### src/rtl/fifo_wr_arbiter.sv
// Round-robin arbiter sharing one FIFO write port between NUM_REQ producers.
// Each grant lasts up to BURST_MAX words; priority rotates after every burst.
module fifo_wr_arbiter #(
  parameter int unsigned NUM_REQ   = 4,
  parameter int unsigned DATA_W    = 8,
  parameter int unsigned BURST_MAX = 4
) (
  input  logic                      clock,
  input  logic                      reset,
  input  logic [NUM_REQ-1:0]        req,
  input  logic [NUM_REQ*DATA_W-1:0] req_data,
  output logic [NUM_REQ-1:0]        ack,
  output logic [NUM_REQ-1:0]        grant,
  input  logic                      fifo_full,
  output logic                      fifo_wr,
  output logic [DATA_W-1:0]         fifo_din,
  output logic                      busy
);

  localparam int unsigned IdxW = (NUM_REQ > 1) ? $clog2(NUM_REQ) : 1;
  localparam int unsigned CntW = (BURST_MAX > 1) ? $clog2(BURST_MAX) : 1;
  localparam logic [CntW-1:0] LastCnt = CntW'(BURST_MAX - 1);

  typedef enum logic [0:0] {StIdle, StGrant} state_e;

  state_e              state_q;
  logic [IdxW-1:0]     owner_q;
  logic [IdxW-1:0]     last_owner_q;
  logic [CntW-1:0]     burst_cnt_q;
  logic [NUM_REQ-1:0]  grant_q;
  logic                busy_q;

  logic                any_req;
  logic [IdxW-1:0]     next_owner;
  logic                owner_req;

  // Scan upward from last_owner+1, wrapping, and take the first active request.
  always_comb begin
    int unsigned idx;
    any_req    = 1'b0;
    next_owner = '0;
    idx        = 0;
    for (int unsigned k = 1; k <= NUM_REQ; k++) begin
      idx = int'(last_owner_q) + k;
      if (idx >= NUM_REQ) idx = idx - NUM_REQ;
      if (!any_req && req[idx[IdxW-1:0]]) begin
        any_req    = 1'b1;
        next_owner = idx[IdxW-1:0];
      end
    end
  end

  assign owner_req = req[owner_q];
  assign fifo_wr   = ~reset & (state_q == StGrant) & owner_req & ~fifo_full;
  assign ack       = fifo_wr ? (NUM_REQ'(1) << owner_q) : '0;
  assign grant     = grant_q;
  assign busy      = busy_q;

  always_comb begin
    fifo_din = '0;
    if (!reset && state_q == StGrant) begin
      fifo_din = req_data[int'(owner_q) * DATA_W +: DATA_W];
    end
  end

  always_ff @(posedge clock or posedge reset) begin
    if (reset) begin
      state_q      <= StIdle;
      owner_q      <= '0;
      last_owner_q <= IdxW'(NUM_REQ - 1);
      burst_cnt_q  <= '0;
      grant_q      <= '0;
      busy_q       <= 1'b0;
    end else begin
      unique case (state_q)
        StIdle: begin
          if (any_req) begin
            state_q     <= StGrant;
            owner_q     <= next_owner;
            grant_q     <= NUM_REQ'(1) << next_owner;
            burst_cnt_q <= '0;
            busy_q      <= 1'b1;
          end
        end
        StGrant: begin
          // Burst complete or owner released: rotate. A full FIFO only stalls.
          if ((fifo_wr && burst_cnt_q == LastCnt) || !owner_req) begin
            state_q      <= StIdle;
            last_owner_q <= owner_q;
            burst_cnt_q  <= '0;
            grant_q      <= '0;
            busy_q       <= 1'b0;
          end else if (fifo_wr) begin
            burst_cnt_q <= burst_cnt_q + 1'b1;
          end
        end
        default: begin
          state_q <= StIdle;
          grant_q <= '0;
          busy_q  <= 1'b0;
        end
      endcase
    end
  end

endmodule

### config.mk
export PLATFORM = sky130hd
export DESIGN_NAME = fifo_wr_arbiter
export DESIGN_NICKNAME = d
export VERILOG_FILES = /design/src/rtl/fifo_wr_arbiter.sv
export SDC_FILE = /design/constraint.sdc
export NUM_CORES = 1
export LEC_CHECK = 0
export CAP_MARGIN = 15
export CORE_AREA = 2 2 50 63
export CTS_CLUSTER_SIZE = 10
export DETAILED_ROUTE_END_ITERATION = 10
export DIE_AREA = 0 0 52 65
export PLACE_DENSITY = 0.76
export SLEW_MARGIN = 20
export SYNTH_ARGS = -nofsm -noshare
export SYNTH_HDL_FRONTEND = slang
export SYNTH_SLANG_ARGS = --single-unit
### constraint.sdc
create_clock -name clock -period 1.91 [get_ports clock]
set_input_delay 0.2865 -clock clock [delete_from_list [all_inputs] [get_ports clock]]
set_output_delay 0.2865 -clock clock [all_outputs]
set_load 0.05 [all_outputs]
==> run_results.csv, run 1 <==
group,metric,value,unit
run_status,status,"finished, violations left",
run_status,violations,"negative setup slack",
floorplanning,num_rows,22,
synthesis,syn_nets,121,
detailed_routing,vias,980,
synthesis,postSynthAreaPerCell,11.6,sq um
critical_path,critPathMaxStageDelay,0.44,ns
layout,regArea,304,sq um
floorplanning,die_area,0.00338,sq mm
layout,antenna_cells,0,
detailed_routing,drc,0,
layout,layout-drive-gt1-share,45.3,%
synthesis,ys_seq_area_share,32.2,%
power_and_ir_drop,power_density,1380,mW/mm^2
critical_path,reg2reg_slack,0.16,ns
placement,placed_cell_area,0.00166,sq mm
critical_path,path_delay_family,"simple AND/OR/NAND/NOR gates",
worst_hold_path,hold_path_class,"register to register",
critical_path,worst-path-buf-inv,1,
power_and_ir_drop,leakage,0.812,nW
floorplanning,initial_core_util,33.2,%
critical_path,path_max_fanout,5,
synthesis,netlist_area,941,sq um
critical_path,critPathArrivalTime,1.79,ns
detailed_routing,via_per_inst,5.03,
placement,hpwl,2340,um
clock_tree,cts_tree,"built",
synthesis,synth-async-reset-ratio,100,%
critical_path,cp-start-kind,"register",
grt,gr-total-overflow,0,
grt,grt_pass1_wl,4750,um
clock_tree,path_clk_slew,0.07,ns
layout,area_growth,98.4,%
clock_tree,htree_num_levels,1,
detailed_routing,drt_wl_total,3320,um
timing,max_freq,483,MHz
timing,worst_slew_pin_slew,0.498,ns
synthesis,syn_inst,81,
critical_path,cp_common_cell,"nor3b_4",
synthesis,ys_seq_elements,12,
clock_tree,clockRootBuffer,"clkbuf_4",
layout,multiInputGateArea,689,sq um
job,cap_violations,0,
timing,fin_skew,0.00346,ns
synthesis,yosys_warnings,0,
timing,rsz0062_at_grt,"yes",
synthesis,synth-edff-count,0,
clock_tree,cts_sinks,12,
detailed_routing,firstDrtPassIters,4,
timing,worst_slack,-0.162,ns
critical_path,worstPathRequired,1.62,ns
grt,grt_max_degree,15,
timing,setup_violations,13,
power_and_ir_drop,ir_drop,0.729,mV
detailed_routing,wire_per_inst,17.0,um
floorplanning,die_h,65,um
timing,hold_slack,0.484,ns
grt,grt_pass1_vias,1035,
clock_tree,numCtsBuffers,3,
clock_tree,clock_path_buffers,2,
power_and_ir_drop,total_power,2.57,mW
floorplanning,core_area,0.00284,sq mm
timing,hold_viol,0,
layout,fin_area,0.00187,sq mm
clock_tree,clk_latency,0.28,ns
floorplanning,ios,57,
floorplanning,die_w,52,um
grt,track_usage,18.6,%
critical_path,criticalPathCategory,"register to primary output",
layout,fillerInstances,215,
synthesis,synth_cell_types,35,
timing,relSlewSlack,66.7,%
placement,routabilityCongestion,0.786,
timing,min_period,2.07,ns
timing,drv_slew,0,
synthesis,ys.flop_type,"dfrtp_1",
critical_path,crit_path_top_delay_cell,"dfrtp_2",
placement,dp_slack,-0.225,ns
detailed_routing,ant_nets,0,
critical_path,crit_path_cell_trace,"mux4_2, nor3b_4, nor3b_4, buf_6",
timing,period_share,108,%
placement,port_buffers,56,
timing,fin_setup_tns,-0.891,ns
detailed_routing,drt_first_iter_violations,6,
grt,antenna_found_initial,0,
layout,finalNetCount,200,
critical_path,end_kind,"primary output",
## stage by stage
stage | cells | utilization, %
after detailed placement | 185 | 58.4
after CTS | 191 | 63.2
after global placement | 185 | 58.4
after global routing | 195 | 65.8
after floorplan | 81 | -
final | 195 | 65.8
## power by group
part           internal (mW)  total [mW]  leakage [nW]  switching (mW)
Sequential             0.380       0.457         0.145          0.0780
Combinational          0.985        1.91         0.646           0.930
Clock                  0.116       0.201        0.0210          0.0851
## layout make-up
type / instances / area share (%)
multi-input cells: 61 / 36.9
inverters: 5 / 1.01
clock buffers: 4 / 1.94
repair buffers: 77 / 41.4
well taps: 36 / 2.41
flip-flops and latches: 12 / 16.3
## Yosys cell counts (all sizes together) (2+ instances only)
library cell | count | share of area [%]
o21ai | 3 | 1.6
nor2 | 5 | 2.0
inv | 5 | 2.0
dfrtp | 10 | 27
o2bb2ai | 2 | 1.9
a22o | 3 | 2.8
o21a | 2 | 1.6
dfstp | 2 | 5.6
a2111oi | 2 | 1.9
nor2b | 10 | 6.6
nor3b | 3 | 2.9
a21oi | 2 | 1.5
a21o | 2 | 1.6
nand2 | 5 | 3.6
mux4 | 9 | 22
buf | 2 | 1.7
mux2 | 3 | 4.4
## layout by cell type (no fill, tap or decap), drive strengths merged, types with 4 or more instances in the layout
| master | n |
|---|---|
| buf | 34 |
| clkbuf | 4 |
| clkdlybuf4s50 | 42 |
| dfrtp | 10 |
| inv | 5 |
| mux4 | 9 |
| nand2 | 5 |
| nor2 | 5 |
| nor2b | 10 |
## routing by layer
metal	GRT usage [%]	up-vias	wire length [um]
li1	-	467	-
met1	20.4	463	1260
met2	33.7	46	1730
met3	4.15	4	290
met4	6.91	0	38
met5	0	-	0
## kinds of logic (layout without fill, tap and decap cells)
logic type	after synthesis	count (layout)	synth area share [%]
and+or+nand+nor	30	30	20.3
AOI/OAI and AO/OA	18	18	15.7
muxes	12	12	26.3
DFF	12	12	32.2
buffers and inverters	8	86	4.12
adders and majority gates	1	1	1.33
## flip-flops by register name (all words and copies together) (netlist names)
signal	cells
grant	4
burst_cnt_q	2
busy	1
last_owner_q	2
owner_q	2
state_q	1
## final timing paths
check / startpoint / cells after the start / endpoint
max: owner_q[0] / 4 / ack[0]
min: busy / 1 / busy
max reg2reg: owner_q[0] / 6 / grant[2]
min reg2reg: busy / 1 / busy
max in group asynchronous: reset / 3 / last_owner_q[1]
min in group asynchronous: reset / 3 / state_q
## timing repair
item,CTS,global route
endpoints found under the setup margin,13,13
hold buffers,0,0
resized for setup,26,8
pin swaps,1,3
buffers inserted,2,4
Note: power is estimated with default switching activity, not from simulation.
==> inputs of run 2 (changes only) <==
Settings changed: HOLD_SLACK_MARGIN set to 0.06.
==> results of run 2 <==
No change in the layout: final DEF, timing and power equal those of run 1.
